$ cat config.mk
export PLATFORM = sky130hd
export DESIGN_NAME = vga_timing_generator_flat
export DESIGN_NICKNAME = d
export VERILOG_FILES = /design/src/rtl/vga_timing_if.sv /design/src/rtl/vga_timing_generator.sv /design/src/flat_wrapper.sv
export SDC_FILE = /design/constraint.sdc
export NUM_CORES = 1
export LEC_CHECK = 0
export BUFFER_PORTS_ARGS = -buffer_cell sky130_fd_sc_hd__buf_2
export CAP_MARGIN = 20
export CORE_MARGIN = 5
export CORE_UTILIZATION = 57
export DETAILED_ROUTE_END_ITERATION = 10
export PLACE_DENSITY = 0.79
export SYNTH_ARGS = -nofsm -noshare
export SYNTH_HDL_FRONTEND = slang
export SYNTH_SLANG_ARGS = --single-unit
export TNS_END_PERCENT = 1
$ cat constraint.sdc
create_clock -name clk_i -period 2.5 [get_ports clk_i]
set_clock_uncertainty 0.15 [all_clocks]
set_input_delay 0.125 -clock clk_i [delete_from_list [all_inputs] [get_ports clk_i]]
set_output_delay 0.125 -clock clk_i [all_outputs]
set_load 0.03 [all_outputs]
$ cat src/rtl/vga_timing_if.sv
// Raster timing bundle: run controls toward the generator, sync/blank/coordinates/strobes back out.
interface vga_timing_if #(
  parameter int unsigned CW = 12
);
  logic          enable;
  logic          pixel_en;
  logic          blank_n;
  logic          hsync_n;
  logic          vsync_n;
  logic          sync_n;
  logic [CW-1:0] next_x;
  logic [CW-1:0] next_y;
  logic          line_start;
  logic          frame_start;

  modport master (
    input  enable, pixel_en,
    output blank_n, hsync_n, vsync_n, sync_n, next_x, next_y, line_start, frame_start
  );

  modport slave (
    output enable, pixel_en,
    input  blank_n, hsync_n, vsync_n, sync_n, next_x, next_y, line_start, frame_start
  );
endinterface

$ cat src/rtl/vga_timing_generator.sv
// Parametrised VGA raster timing: h/v counters advanced by a pixel strobe, outputs
// registered from the decode of the pre-increment position.
module vga_timing_generator #(
  parameter int unsigned CW       = 12,
  parameter int unsigned H_ACTIVE = 800,
  parameter int unsigned H_FP     = 56,
  parameter int unsigned H_SYNC   = 120,
  parameter int unsigned H_BP     = 64,
  parameter int unsigned V_ACTIVE = 600,
  parameter int unsigned V_FP     = 37,
  parameter int unsigned V_SYNC   = 6,
  parameter int unsigned V_BP     = 23
) (
  input logic          clk_i,
  input logic          rst_n_i,
  vga_timing_if.master vga_if
);

  localparam int unsigned H_TOTAL    = H_ACTIVE + H_FP + H_SYNC + H_BP;
  localparam int unsigned V_TOTAL    = V_ACTIVE + V_FP + V_SYNC + V_BP;
  localparam int unsigned H_SYNC_BEG = H_ACTIVE + H_FP;
  localparam int unsigned H_SYNC_END = H_SYNC_BEG + H_SYNC;
  localparam int unsigned V_SYNC_BEG = V_ACTIVE + V_FP;
  localparam int unsigned V_SYNC_END = V_SYNC_BEG + V_SYNC;

  localparam logic [CW-1:0] H_LAST = CW'(H_TOTAL - 1);
  localparam logic [CW-1:0] V_LAST = CW'(V_TOTAL - 1);

  if (CW < 1 || H_ACTIVE < 1 || H_FP < 1 || H_SYNC < 1 || H_BP < 1 ||
      V_ACTIVE < 1 || V_FP < 1 || V_SYNC < 1 || V_BP < 1 ||
      64'(H_TOTAL) > (64'd1 << CW) || 64'(V_TOTAL) > (64'd1 << CW)) begin : g_illegal_mode
    $error("vga_timing_generator: illegal timing parameters");
  end

  logic          advance;
  logic [CW-1:0] h_q, h_d, v_q, v_d;
  logic          h_act, v_act, h_syn, v_syn;

  logic          blank_n_q, blank_n_d;
  logic          hsync_n_q, hsync_n_d;
  logic          vsync_n_q, vsync_n_d;
  logic          sync_n_q, sync_n_d;
  logic [CW-1:0] next_x_q, next_x_d;
  logic [CW-1:0] next_y_q, next_y_d;
  logic          line_start_q, line_start_d;
  logic          frame_start_q, frame_start_d;

  assign advance = vga_if.enable & vga_if.pixel_en;

  // Raster position: h wraps at the line total and carries into v.
  always_comb begin : counter_next
    h_d = h_q;
    v_d = v_q;
    if (advance) begin
      if (h_q == H_LAST) begin
        h_d = '0;
        v_d = (v_q == V_LAST) ? '0 : v_q + CW'(1);
      end else begin
        h_d = h_q + CW'(1);
      end
    end
  end

  assign h_act = h_q < CW'(H_ACTIVE);
  assign v_act = v_q < CW'(V_ACTIVE);
  assign h_syn = (h_q >= CW'(H_SYNC_BEG)) && (h_q < CW'(H_SYNC_END));
  assign v_syn = (v_q >= CW'(V_SYNC_BEG)) && (v_q < CW'(V_SYNC_END));

  // Levels hold while stalled; strobes self-clear on every edge.
  always_comb begin : output_next
    blank_n_d     = blank_n_q;
    hsync_n_d     = hsync_n_q;
    vsync_n_d     = vsync_n_q;
    sync_n_d      = sync_n_q;
    next_x_d      = next_x_q;
    next_y_d      = next_y_q;
    line_start_d  = 1'b0;
    frame_start_d = 1'b0;
    if (advance) begin
      blank_n_d     = h_act & v_act;
      hsync_n_d     = ~h_syn;
      vsync_n_d     = ~v_syn;
      sync_n_d      = ~h_syn & ~v_syn;
      next_x_d      = h_act ? h_q : '0;
      next_y_d      = v_act ? v_q : '0;
      line_start_d  = (h_q == '0);
      frame_start_d = (h_q == '0) && (v_q == '0);
    end
  end

  always_ff @(posedge clk_i or negedge rst_n_i) begin : state_regs
    if (!rst_n_i) begin
      h_q           <= '0;
      v_q           <= '0;
      blank_n_q     <= 1'b0;
      hsync_n_q     <= 1'b1;
      vsync_n_q     <= 1'b1;
      sync_n_q      <= 1'b1;
      next_x_q      <= '0;
      next_y_q      <= '0;
      line_start_q  <= 1'b0;
      frame_start_q <= 1'b0;
    end else begin
      h_q           <= h_d;
      v_q           <= v_d;
      blank_n_q     <= blank_n_d;
      hsync_n_q     <= hsync_n_d;
      vsync_n_q     <= vsync_n_d;
      sync_n_q      <= sync_n_d;
      next_x_q      <= next_x_d;
      next_y_q      <= next_y_d;
      line_start_q  <= line_start_d;
      frame_start_q <= frame_start_d;
    end
  end

  assign vga_if.blank_n     = blank_n_q;
  assign vga_if.hsync_n     = hsync_n_q;
  assign vga_if.vsync_n     = vsync_n_q;
  assign vga_if.sync_n      = sync_n_q;
  assign vga_if.next_x      = next_x_q;
  assign vga_if.next_y      = next_y_q;
  assign vga_if.line_start  = line_start_q;
  assign vga_if.frame_start = frame_start_q;

endmodule

$ cat src/flat_wrapper.sv
// flat-port wrapper written by rule: the top's interface ports become plain ports
module vga_timing_generator_flat 
#(
  parameter int unsigned CW       = 12,
  parameter int unsigned H_ACTIVE = 800,
  parameter int unsigned H_FP     = 56,
  parameter int unsigned H_SYNC   = 120,
  parameter int unsigned H_BP     = 64,
  parameter int unsigned V_ACTIVE = 600,
  parameter int unsigned V_FP     = 37,
  parameter int unsigned V_SYNC   = 6,
  parameter int unsigned V_BP     = 23
)
  (clk_i, rst_n_i, vga_if_enable, vga_if_pixel_en, vga_if_blank_n, vga_if_hsync_n, vga_if_vsync_n, vga_if_sync_n, vga_if_next_x, vga_if_next_y, vga_if_line_start, vga_if_frame_start);
  vga_timing_if #(.CW(CW)) vga_if_i ();
  input logic clk_i;
  input logic rst_n_i;
  input wire logic [$bits(vga_if_i.enable)-1:0] vga_if_enable;
  input wire logic [$bits(vga_if_i.pixel_en)-1:0] vga_if_pixel_en;
  output wire logic [$bits(vga_if_i.blank_n)-1:0] vga_if_blank_n;
  output wire logic [$bits(vga_if_i.hsync_n)-1:0] vga_if_hsync_n;
  output wire logic [$bits(vga_if_i.vsync_n)-1:0] vga_if_vsync_n;
  output wire logic [$bits(vga_if_i.sync_n)-1:0] vga_if_sync_n;
  output wire logic [$bits(vga_if_i.next_x)-1:0] vga_if_next_x;
  output wire logic [$bits(vga_if_i.next_y)-1:0] vga_if_next_y;
  output wire logic [$bits(vga_if_i.line_start)-1:0] vga_if_line_start;
  output wire logic [$bits(vga_if_i.frame_start)-1:0] vga_if_frame_start;
  assign vga_if_i.enable = vga_if_enable;
  assign vga_if_i.pixel_en = vga_if_pixel_en;
  assign vga_if_blank_n = vga_if_i.blank_n;
  assign vga_if_hsync_n = vga_if_i.hsync_n;
  assign vga_if_vsync_n = vga_if_i.vsync_n;
  assign vga_if_sync_n = vga_if_i.sync_n;
  assign vga_if_next_x = vga_if_i.next_x;
  assign vga_if_next_y = vga_if_i.next_y;
  assign vga_if_line_start = vga_if_i.line_start;
  assign vga_if_frame_start = vga_if_i.frame_start;
  vga_timing_generator #(.CW(CW), .H_ACTIVE(H_ACTIVE), .H_FP(H_FP), .H_SYNC(H_SYNC), .H_BP(H_BP), .V_ACTIVE(V_ACTIVE), .V_FP(V_FP), .V_SYNC(V_SYNC), .V_BP(V_BP)) u_core (.clk_i(clk_i), .rst_n_i(rst_n_i), .vga_if(vga_if_i));
endmodule
; Word level (Yosys, flattened, before mapping)
; Index checks and enable logic that the tools add are counted.
[word_totals]
mem_count = 0
latchBits = 0
reg_bits = 54
in_bits = 4
out_inout_bits = 30
romBits = 0
elab_cells = 37
mem_bits_rw = 0
[op_classes]
reduce_logical = 6
addsub = 2
shift = 0
n_eq_ne = 2
n_mul = 0
n_div = 0
bitwise = 5
n_lt_le_gt_ge = 6
n_mux = 6
[op_table]
columns = cell, count
row1 = $lt A12 B10 Y1 const B, 4
row2 = $mux W12, 4
row3 = $add A12 B1 Y12 const B, 2
row4 = $ge A12 B10 Y1 const B, 2
row5 = $logic_not A12 Y1, 2
row6 = $eq A12 B10 Y1 const B, 1
row7 = $eq A12 B11 Y1 const B, 1
row8 = $and A1 B1 Y1, 3
row9 = $logic_and A1 B1 Y1, 3
row10 = $mux W1, 2
row11 = $not A1 Y1, 2
row12 = $reduce_and A2 Y1, 1

; Depth between registers and ports, before layout
; Gate-level depths: netlist of run 1.
[logic_depth]
word_depth = 4
depth_mapped = 6

; Worst setup path before layout of run 1
; No wires, ideal clock.
[synth_timing]
path_kind = flip-flop to flip-flop
startpoint = register u_core.h_q[6]
endpoint = register u_core.v_q[2]
setup_slack_ns = 0.740
path_stages_with_launch = 7
required_ns = 2.230
path_buffers = 2
t_arrival_ns = 1.490
cell_sequence = dfrtp_1 buf_6 nor4b_4 and4_2 buf_4 a21oi_1 a41o_1
[synth_between]
elab_chain_cells = 2
[synth_lines]
columns = item, line_no
row1 = start: declaration, vga_timing_generator.sv:36  ; logic [CW-1:0] h_q, h_d, v_q, v_d;
row2 = start signal: assignment, vga_timing_generator.sv:93  ; h_q <= '0;
row3 = start signal: assignment, vga_timing_generator.sv:104  ; h_q <= h_d;
row4 = $eq A12 B11 Y1, vga_timing_generator.sv:55  ; if (h_q == H_LAST) begin
row5 = $reduce_and A2 Y1 (no source line), --
row6 = end signal: assignment, vga_timing_generator.sv:105  ; v_q <= v_d;
row7 = end: declaration, vga_timing_generator.sv:36
; Every way passes these cells.
; A chain may end at the register's enable or synchronous reset.

; Worst setup path after layout of run 1
[layout_timing]
startpoint = register u_core.v_q[3]
endpoint = register u_core.sync_n_q, in the netlist u_core.vga_if.sync_n
[layout_between]
elab_chain_cells = 4
word_cells_on_any_way = 5
classes_between = 2 x order compare / 2 x bitwise / 1 x reduce/logical
[layout_lines]
columns = item, line_no
row1 = $ge A12 B10 Y1 or $lt A12 B10 Y1 (tied branches), vga_timing_generator.sv:67  ; assign v_syn = (v_q >= CW'(V_SYNC_BEG)) && (v_q < CW'(V_SYNC_END));
row2 = $logic_and A1 B1 Y1 *, vga_timing_generator.sv:67
row3 = $not A1 Y1 *, vga_timing_generator.sv:83  ; sync_n_d = ~h_syn & ~v_syn;
row4 = $and A1 B1 Y1 *, vga_timing_generator.sv:83
row5 = end signal: assignment, vga_timing_generator.sv:109  ; sync_n_q <= sync_n_d;
row6 = end: declaration, vga_timing_generator.sv:42  ; logic sync_n_q, sync_n_d;
; Mark *: on every way between the ends. The rest lies on a longest branch, timed or not.

==> summary.md, run 1 <==
| Metric | Value |
|---|---|
| Crit end category | `register` |
| Worst setup margin | `0.526 ns` |
| Synth warn | `0` |
| Post-synth cell types | `49` |
| Fin crit share | `0.789` |
| Worst Tran Pin Value | `0.519 ns` |
| Setup violators final | `0` |
| Via count | `1,915` |
| Main synth FF type | `dfrtp_1` |
| Syn Nets | `250` |
| Dpl ws | `0.572 ns` |
| GP Congestion | `0.870` |
| Final #Nets | `278` |
| Setup_tns | `0 ns` |
| Pwr dens | `678 nW/um^2` |
| Initial antenna violation count | `0` |
| Count of final hold-check violations | `0` |
| Final Max Slew Viols | `0` |
| VDD IR max | `0.000388 V` |
| Share of power burned in combinational logic | `0.159` |
| Req. time, crit path | `2.57 ns` |
| Post-Syn Area | `2570 um^2` |
| Max-Cap Viols | `0` |
| CTS max path bufs | `2` |
| Unrepaired setup endpoints after global routing | `no` |
| Synth area leaders | `dfrtp_1 50%, a22o_1 6.5%, nand2_1 3.8%, dfstp_2 3.1%, ha_1 2.9%` |
| Total Wirelength | `5040 um` |
| Startpoint types | `register` |
| Sink Count | `54` |
| Post-DP HPWL | `3630 um` |
| Critical path class | `reg -> reg` |
| Final min period | `1.97 ns` |
| Post_cts resized | `0` |
| Antenna cells | `0` |
| Chip Width | `77.2 um` |
| Die Y | `77.2 um` |
| First-pass GRT wire length | `9090 um` |
| Crit-path cells | `nand4_1 > a2111oi_0 > o21a_1 > o21ai_0` |
| Ys async rst share | `1.00` |
| Fillers | `337` |
| Die ar. | `5960 um^2` |
| Number of remaining DRC errors | `0` |
| Clock slew at reported path FFs | `0.09 ns` |
| Arrival time worst endpoint | `2.04 ns` |
| Starting Density | `0.591` |
| Synth top area share | `0.496` |
| Register area share after synthesis | `0.526` |
| Drt pass-1 iters | `4` |
| Final core utilization | `0.658` |
| Hold Path Class | `in -> reg` |
| Slowest cell on crit path | `a2111oi_0` |
| IO Pins | `34` |
| Syn avg cell area | `10.7 um^2` |
| Top cells by count, synth | `51 x dfrtp_1, 26 x nand2_1, 19 x a22o_1` |
| Status | `finished, final reports clean` |
| Post-CTS setup buffers | `0` |
| Leakage | `1.39 nW` |
| Finished Layout Cells | `321` |
| Clock latency on the worst-skew pair | `0.30 ns` |
| Synth Register Bits | `54` |
| Most frequent cell after synthesis | `dfrtp_1` |
| Int Pwr | `0.00136 W` |
| Core region area | `4350 um^2` |
| Largest net degree at the start of global routing | `25` |
| Number of synthesized flops with an enable pin | `0` |
| Dpl cells | `312` |
| Area delta synth->final | `11.4%` |
| Total Routing Usage GR | `0.184` |
| Post-Syn Instances | `240` |
| CP peak stage delay | `0.57 ns` |
| Row Count | `24` |
| H-tree depth | `2` |
| ANT nets after route | `0` |
| Leading area contributor after synthesis | `dfrtp_1` |
| Number of global-route vias before repair | `1,877` |
| Clock buffer count from CTS | `5` |
| Layout cells sized above 1 | `0.204` |
| Psw | `0.000578 W` |
| DR WL/cell | `15.7 um` |
| Grt ovf | `0` |
| Maximum fanout along the worst path | `10` |
| Sequential share of power | `0.548` |
| Slew HR | `0.649` |
| DR iter-0 viols | `174` |
| DR vias/cell | `5.97` |
| Clock power frac | `0.293` |
| FMAX | `507 MHz` |
| Cts hold-fix bufs | `1` |
| Sw Ratio | `0.297` |
| Root Buffer | `clkbuf_8` |
| Port bufs | `33` |
| TritonCTS clock tree | `built` |
path summary, 6_finish.rpt:
path                                        from                 endpoint  slack, ns  depth (start not counted)
min                                vga_if_enable            u_core.h_q[4]       0.11                          4
max reg2reg                        u_core.v_q[3]     u_core.vga_if.sync_n       0.53                          4
max in group asynchronous                rst_n_i     u_core.vga_if.sync_n       1.37                          3
min in group asynchronous                rst_n_i  u_core.vga_if.next_x[2]       0.17                          2
min reg2reg                u_core.vga_if.hsync_n    u_core.vga_if.hsync_n       0.31                          2
max                                u_core.v_q[3]     u_core.vga_if.sync_n       0.53                          4
layer usage:
layer	track usage	up-vias	share of wire
li1	-	922	-
met1	0.273	916	0.48
met2	0.266	64	0.44
met3	0.0433	13	0.063
met4	0.0601	0	0.019
met5	0	-	0
power groups by stage:
stage / Sequential, W / Clock [W] / Combinational (W)
after global placement: 0.00108 / 0 / 0.000306
after detailed placement: 0.00108 / 0 / 0.000313
final: 0.00106 / 0.000569 / 0.000309
after global routing: 0.00108 / 0.000629 / 0.000342
after CTS: 0.00106 / 0.000578 / 0.000314
after floorplan: 0.00111 / 0 / 0.000186
logic make-up (layout without fill, tap and decap cells):
| family | count (synthesis) | in the layout | synth area share |
|---|---|---|---|
| compound gates | 51 | 51 | 0.141 |
| xor+xnor | 12 | 12 | 0.0408 |
| fa+ha+maj | 6 | 6 | 0.0292 |
| buf+inv | 26 | 55 | 0.0452 |
| flops | 54 | 54 | 0.526 |
| mux | 1 | 1 | 0.00389 |
| simple gates | 90 | 90 | 0.213 |
stage by stage:
step           power [W]  hold slack (ns)  instance area [um^2]
2_1_floorplan    0.00129           -0.321                  2570
3_5_place_dp     0.00139          -0.0187                  2750
6_report         0.00194            0.113                  2870
4_1_cts          0.00196            0.109                  2870
5_1_grt          0.00205            0.134                  2870
3_3_place_gp     0.00138          -0.0305                  2750
worst max-delay path, delay by kind of cell, from the launching register on:
family	cells	cell delay, ns
AND/OR/NAND/NOR	1	0.31
flip-flops	1	0.54
AO/OA/AOI/OAI	3	0.89
placed cells by master, fill, tap and decap left out, types with 2 or more instances in the layout:
master     n
a22o_1    19
inv_1     10
or3_1      2
nor4_4     3
nor3_1     5
a31oi_1    2
a41oi_1    2
nand2_1   26
ha_1       6
xor2_1     6
and4_1     2
dfrtp_1   51
nand3_1   13
xnor2_1    6
o21ai_0   13
nor2_1    11
o211ai_1   2
buf_2     33
a21oi_1    6
dfstp_2    3
nor4_1     3
nand4_1    5
buf_4      3
and2_1     6
clkinv_2   2
clkbuf_8   5
area by class of cell:
| cell class | count | area (um^2) | area share |
|---|---|---|---|
| clock inverter | 3 | 40.0 | 0.0140 |
| multi-input combinational | 160 | 1100 | 0.385 |
| inverter | 10 | 37.5 | 0.0131 |
| timing repair buffer | 37 | 198 | 0.0690 |
| sequential | 54 | 1360 | 0.473 |
| clock buffer | 5 | 68.8 | 0.0240 |
| tap | 52 | 65.1 | 0.0227 |
flip-flops by register name (all words and copies together) (netlist names):
name and cells:
u_core.v_q 12, u_core.vga_if.vsync_n 1, u_core.vga_if.next_y 12, u_core.vga_if.frame_start 1, u_core.vga_if.line_start 1, u_core.vga_if.hsync_n 1, u_core.vga_if.blank_n 1, u_core.vga_if.next_x 12
u_core.h_q 12, u_core.vga_if.sync_n 1
No activity file was read; power rests on OpenSTA's default activity.
==> run 2: changes to the inputs <==
Settings changed: CORE_UTILIZATION 57 to 51, PLACE_DENSITY 0.79 to 0.75.
Clock period 2.5 ns to 1.7 ns, I/O delays scaled along.
==> run 2 against run 1 <==
  * The flow now finishes with violations (negative setup slack)
  * Sequential power is 42% higher
  * Global-route usage up 2.3 points
  * Total power rose by 55%
  * Clock power rose by 50%
  * First-iteration DRC count up 9.2%
  * Critical path type unchanged
==> summary.md, run 2 (same netlist as run 1, synthesis figures left out) <==
| Metric | Value |
|---|---|
| Int Pwr | `0.00210 W (+54%)` |
| Crit-path cells | `nor4b_4 > and4_4 > nand4_1 > mux2i_1` |
| Leakage | `1.67 nW (+20%)` |
| Req. time, crit path | `1.76 ns (-0.81 ns)` |
| Setup violators final | `7 (+7)` |
| Maximum fanout along the worst path | `7 (-3)` |
| Clock latency on the worst-skew pair | `0.30 ns (about the same)` |
| Crit-path leading delay family | `simple AND/OR/NAND/NOR gates` |
| Arrival time worst endpoint | `1.85 ns (-0.19 ns)` |
| H-tree depth | `2 (unchanged)` |
| Max-Cap Viols | `0 (unchanged)` |
| Die Y | `81.0 um (+5.0%)` |
| Total Routing Usage GR | `0.207 (+0.0228)` |
| First-pass GRT wire length | `10,400 um (+14%)` |
| Startpoint types | `register` |
| Via count | `2,131 (+11%)` |
| Sw Ratio | `0.301 (+0.00312)` |
| Most frequent cells in the layout | `52 x buf_4, 49 x dfrtp_1, 33 x buf_2` |
| Commonest non-fill, non-tap cell in the layout | `buf_4` |
| Count of final hold-check violations | `0 (unchanged)` |
| Worst setup margin | `-0.0882 ns (-0.615 ns)` |
| CP peak stage delay | `0.44 ns (-0.13 ns)` |
| Fin crit share | `1.05 (+0.262)` |
| FMAX | `559 MHz (+10%)` |
| Critical path class | `reg -> reg` |
| Worst Tran Pin Value | `0.444 ns (-0.0757 ns)` |
| VDD IR max | `0.000803 V (+110%)` |
| Slew HR | `0.704 (+0.0550)` |
| Crit end category | `register` |
| Fillers | `352 (+4.5%)` |
| Unrepaired setup endpoints after global routing | `yes` |
| Root Buffer | `clkbuf_8` |
| Total Wirelength | `6230 um (+23%)` |
| Starting Density | `0.534 (-0.0568)` |
| Sequential share of power | `0.502 (-0.046)` |
| Antenna cells | `0 (unchanged)` |
| Slowest cell on crit path | `dfrtp_2` |
| Clock buffer count from CTS | `5 (unchanged)` |
| Number of global-route vias before repair | `2,067 (+10%)` |
| GP Congestion | `0.871 (about the same)` |
| Chip Width | `81.0 um (+5.0%)` |
| Finished Layout Cells | `387 (+21%)` |
| Power Total | `0.00300 W (+55%)` |
| Post-DP HPWL | `4480 um (+24%)` |
| Final core utilization | `0.704 (+0.0458)` |
| Placed Area | `3140 um^2 (+14%)` |
| Number of remaining DRC errors | `0 (unchanged)` |
| Register area | `1360 um^2 (+0.18%)` |
| Core region area | `4820 um^2 (+11%)` |
| Die ar. | `6570 um^2 (+10%)` |
| Largest net degree at the start of global routing | `27 (+8.0%)` |
| Area delta synth->final | `31.8%` |
| Grt ovf | `0 (unchanged)` |
| IO Pins | `34 (unchanged)` |
| Port bufs | `33 (unchanged)` |
| Worst r2r src | `u_core.h_q[7]` |
| Pwr dens | `886 nW/um^2 (+31%)` |
| DR iter-0 viols | `190 (+9.2%)` |
| Area taken by multi-input logic gates | `1190 um^2 (+8.3%)` |
| Drt pass-1 iters | `4 (unchanged)` |
| Sink Count | `54 (unchanged)` |
| ANT nets after route | `0 (unchanged)` |
| Final min period | `1.79 ns (-0.185 ns)` |
| Row Count | `25 (+4.2%)` |
| Final Max Slew Viols | `0 (unchanged)` |
| Dpl cells | `373 (+20%)` |
| CTS max path bufs | `2 (unchanged)` |
| Status | `finished, violations left` |
| DR vias/cell | `5.51 (-7.7%)` |
| Layout cells sized above 1 | `0.388 (+0.183)` |
| TritonCTS clock tree | `built` |
| Final #Nets | `329 (+18%)` |
| Clock power frac | `0.283 (-0.010)` |
| DR WL/cell | `16.1 um (+2.4%)` |
| Hold Path Class | `in -> async` |
| Critical path startpoint | `u_core.h_q[7]` |
| Initial antenna violation count | `0 (unchanged)` |
| Crit path buffers/inverters | `0 (unchanged)` |
| Design area | `3390 um^2 (+18%)` |
| Failing checks | `negative setup slack` |
| Clock slew at reported path FFs | `0.09 ns (about the same)` |
| Share of power burned in combinational logic | `0.215 (+0.056)` |
| Psw | `0.000903 W (+56%)` |
## run 2: cell types whose count changed in the layout (fill, tap and decap cells not counted), sizes merged
cell / delta
buf: +51
clkinv: -2
clkinvlp: +2
## run 2: stage by stage
step | setup WS (ns) | TNS (ns) | hold WS, ns
3_5_place_dp | -0.174 | -1.10 | -0.0987
4_1_cts | -0.103 | -0.268 | 0.0985
3_3_place_gp | -0.0619 | -0.177 | -0.103
2_1_floorplan | -0.0286 | -0.0518 | -0.361
5_1_grt | -0.158 | -1.49 | 0.129
6_report | -0.0882 | -0.364 | 0.0986
## run 2: worst paths after layout
| kind | endpoint | slack [ns] | cells past startpoint |
|---|---|---|---|
| min in group clk_i | u_core.h_q[10] | 0.13 | 4 |
| worst max register to register | u_core.v_q[6] | -0.09 | 4 |
| worst min-delay path | u_core.h_q[0] | 0.1 | 2 |
| worst max-delay path | u_core.v_q[6] | -0.09 | 4 |
| worst min register to register | u_core.vga_if.hsync_n | 0.32 | 2 |
| max in group asynchronous | u_core.h_q[7] | 0.80 | 3 |
## run 2: layer usage
layer	GRT usage	wire [um]
met4	0.0659	83
met1	0.290	2700
met5	0	0
met3	0.0333	380
met2	0.330	3070
## run 2: final cells by class
type | instances | area share
inverters | 10 | 0.0111
well taps | 67 | 0.0247
clock buffers | 5 | 0.0203
clock inverters | 3 | 0.0133
multi-input cells | 160 | 0.352
repair buffers | 88 | 0.179
flip-flops and latches | 54 | 0.400
## run 2: power groups by stage
stage / registers, W / logic, W / clock network (W)
3_5_place_dp: 0.00153 / 0.000626 / 0
4_1_cts: 0.00151 / 0.000638 / 0.000870
5_1_grt: 0.00153 / 0.000699 / 0.000935
2_1_floorplan: 0.00163 / 0.000277 / 0
6_report: 0.00151 / 0.000646 / 0.000852
3_3_place_gp: 0.00153 / 0.000614 / 0
## run 2: what timing repair did
item,4_1_cts,5_1_grt
hold endpoints to repair,54,0
setup buffers,1,4
pin swaps,4,8
gates cloned,0,0
gates resized for setup,13,12
setup endpoints to repair,24,36
hold buffers,1,0
## run 2: worst reg2reg max path, cell delays in order (launching register included)
cell     delay (ns)
dfrtp_2        0.44
nor4b_4        0.38
and4_4         0.35
nand4_1        0.13
mux2i_1        0.24
==> run 3: changes to the inputs <==
Settings changed: GPL_TIMING_DRIVEN from default to 0, REMOVE_ABC_BUFFERS from default to 1.
==> run 3 against run 2 <==
  * The flow still finishes with violations (negative setup slack)
  * Wire length down 11%
  * Clock-buffer cell count up 2
  * Sequential power about the same
  * Total power down 4.7%
  * Sequential share of layout area up 4.4 points
  * Maximum frequency up 0.65%
  * Final cell count down 10%
  * First-iteration DRC count up 39%
  * Via count down 7.2%
  * Critical endpoint is now u_core.v_q[10]
==> summary.md, run 3 (same netlist as run 1, synthesis figures left out) <==
| Metric | Value |
|---|---|
| Setup violators final | `10 (+3)` |
| Layout cells sized above 1 | `0.310 (-0.0779)` |
| Placed Area | `2760 um^2 (-12%)` |
| VDD IR max | `0.000470 V (-41%)` |
| Leakage | `1.45 nW (-14%)` |
| Share of power burned in combinational logic | `0.190 (-0.025)` |
| Port bufs | `33 (unchanged)` |
| Dpl cells | `325 (-13%)` |
| GP Congestion | `0.873 (+0.25%)` |
| Count of final hold-check violations | `0 (unchanged)` |
| Final Max Slew Viols | `0 (unchanged)` |
| Int Pwr | `0.00199 W (-5.2%)` |
| Hold path start | `vga_if_enable` |
| Die ar. | `6570 um^2 (unchanged)` |
| Commonest non-fill, non-tap cell in the layout | `dfrtp_1` |
| Clock buffer count from CTS | `5 (unchanged)` |
| Via count | `1,978 (-7.2%)` |
| Worst Tran Pin Value | `0.662 ns (+0.218 ns)` |
| Antenna cells | `0 (unchanged)` |
| Sink Count | `54 (unchanged)` |
| DR WL/cell | `16.0 um (-0.63%)` |
| Fin crit share | `1.05 (-0.00677)` |
| Sequential share of power | `0.539 (+0.037)` |
| Crit path top cell by count | `nor4_4` |
| Area delta synth->final | `19.2%` |
| First-pass GRT wire length | `9070 um (-12%)` |
| Final #Nets | `290 (-12%)` |
| Most frequent cells in the layout | `44 x dfrtp_1, 33 x buf_2, 25 x nand2_1` |
| H-tree depth | `2 (unchanged)` |
| Maximum fanout along the worst path | `8 (+1)` |
| IO Pins | `34 (unchanged)` |
| Number of global-route vias before repair | `1,888 (-8.7%)` |
| Drt pass-1 iters | `4 (unchanged)` |
| Status | `finished, violations left` |
| Final core utilization | `0.637 (-0.0673)` |
| Hold Path Class | `in -> reg` |
| CTS max path bufs | `2 (unchanged)` |
| Worst r2r src | `u_core.h_q[8]` |
| Largest net degree at the start of global routing | `36 (+33%)` |
| Total Routing Usage GR | `0.181 (-0.0267)` |
| Core region area | `4820 um^2 (unchanged)` |
| Clock slew at reported path FFs | `0.09 ns (about the same)` |
| CP peak stage delay | `0.46 ns (+0.02 ns)` |
| Pwr dens | `933 nW/um^2 (+5.4%)` |
| Clock latency on the worst-skew pair | `0.31 ns (about the same)` |
| Crit end category | `register` |
| FMAX | `563 MHz (+0.65%)` |
| Startpoint types | `register` |
| Sw Ratio | `0.304 (+0.00388)` |
| Slowest cell on crit path | `dfrtp_2` |
| Worst hold slack | `0.0907 ns (-0.00783 ns)` |
| Final min period | `1.78 ns (-0.0115 ns)` |
| Slew HR | `0.557 (-0.147)` |
| DR vias/cell | `5.68 (+3.2%)` |
| Crit-path cells | `nor4_4 > buf_4 > nand4_4 > nor4_4 > xor2_1` |
| Critical path startpoint | `u_core.h_q[8]` |
| Unrepaired setup endpoints after global routing | `yes` |
| Root Buffer | `clkbuf_8` |
| Req. time, crit path | `1.78 ns (+0.02 ns)` |
| Starting Density | `0.534 (unchanged)` |
| ANT nets after route | `0 (unchanged)` |
| Chip Width | `81.0 um (unchanged)` |
| Number of remaining DRC errors | `0 (unchanged)` |
| Post-DP HPWL | `3550 um (-21%)` |
| Row Count | `25 (unchanged)` |
| Total Wirelength | `5570 um (-11%)` |
| Psw | `0.000871 W (-3.5%)` |
| Failing checks | `negative setup slack` |
| Worst setup margin | `-0.0767 ns (+0.0115 ns)` |
| DR iter-0 viols | `264 (+39%)` |
| Grt ovf | `0 (unchanged)` |
| Die Y | `81.0 um (unchanged)` |
| Max-Cap Viols | `0 (unchanged)` |
| Design area | `3070 um^2 (-9.6%)` |
| Clock power frac | `0.271 (-0.012)` |
| Finished Layout Cells | `348 (-10%)` |
| Initial antenna violation count | `0 (unchanged)` |
| TritonCTS clock tree | `built` |
| Power Total | `0.00286 W (-4.7%)` |
| Arrival time worst endpoint | `1.86 ns (about the same)` |
| Critical path class | `reg -> reg` |
-- run 3: path summary, 6_finish.rpt --
| check | to | slack (ns) | cells past startpoint |
|---|---|---|---|
| max | u_core.v_q[10] | -0.08 | 5 |
| min reg2reg | u_core.vga_if.hsync_n | 0.31 | 2 |
| max reg2reg | u_core.v_q[10] | -0.08 | 5 |
| max in group asynchronous | u_core.vga_if.hsync_n | 0.70 | 3 |
| min in group asynchronous | u_core.v_q[2] | 0.10 | 2 |
| min | u_core.h_q[4] | 0.09 | 4 |
-- run 3: power by group through the flow --
stage / registers, W / clock network [W] / logic, W
floorplan: 0.00169 / 0 / 0.000181
global placement: 0.00158 / 0 / 0.000446
detailed placement: 0.00158 / 0 / 0.000464
CTS: 0.00154 / 0.000802 / 0.000544
global route: 0.00156 / 0.000854 / 0.000596
finish: 0.00154 / 0.000775 / 0.000544
-- run 3: layer usage --
layer,global-route usage,up-vias,part of all wire,wire [um]
li1,-,940,-,-
met1,0.251,969,0.45,2490
met2,0.282,59,0.48,2660
met3,0.0310,10,0.058,321
met4,0.0676,0,0.017,97
met5,0,-,0,0
-- run 3: through the flow --
step | setup TNS, ns | setup slack [ns]
after floorplan | -0.0706 | -0.0246
after global placement | -10.33 | -0.486
after detailed placement | -11.35 | -0.532
after CTS | -0.441 | -0.0702
after global routing | -2.04 | -0.185
final | -0.355 | -0.0767
-- run 3: cell type report --
cell class                 instances  area (um^2)
fill                             404         1750
sequential                        54         1360
multi-input combinational        160         1180
timing repair buffer              49          300
clock buffer                       7         96.3
tap                               67         83.8
inverter                          10         37.5
clock inverter                     1         8.76
-- run 3: timing repair --
action / 4_1_cts / 5_1_grt
hold buffers: 1 / 0
buffers inserted: 14 / 0
hold endpoints to repair: 52 / 0
endpoints found under the setup margin: 36 / 28
gates resized for setup: 18 / 9
pin swaps: 9 / 4
-- run 3: worst max-delay path, delay by kind of cell, from the launching register on --
family        cells  cell delay [ns]
simple gates      3             0.76
buf+inv           1             0.18
flops             1             0.46
xor+xnor          1             0.16
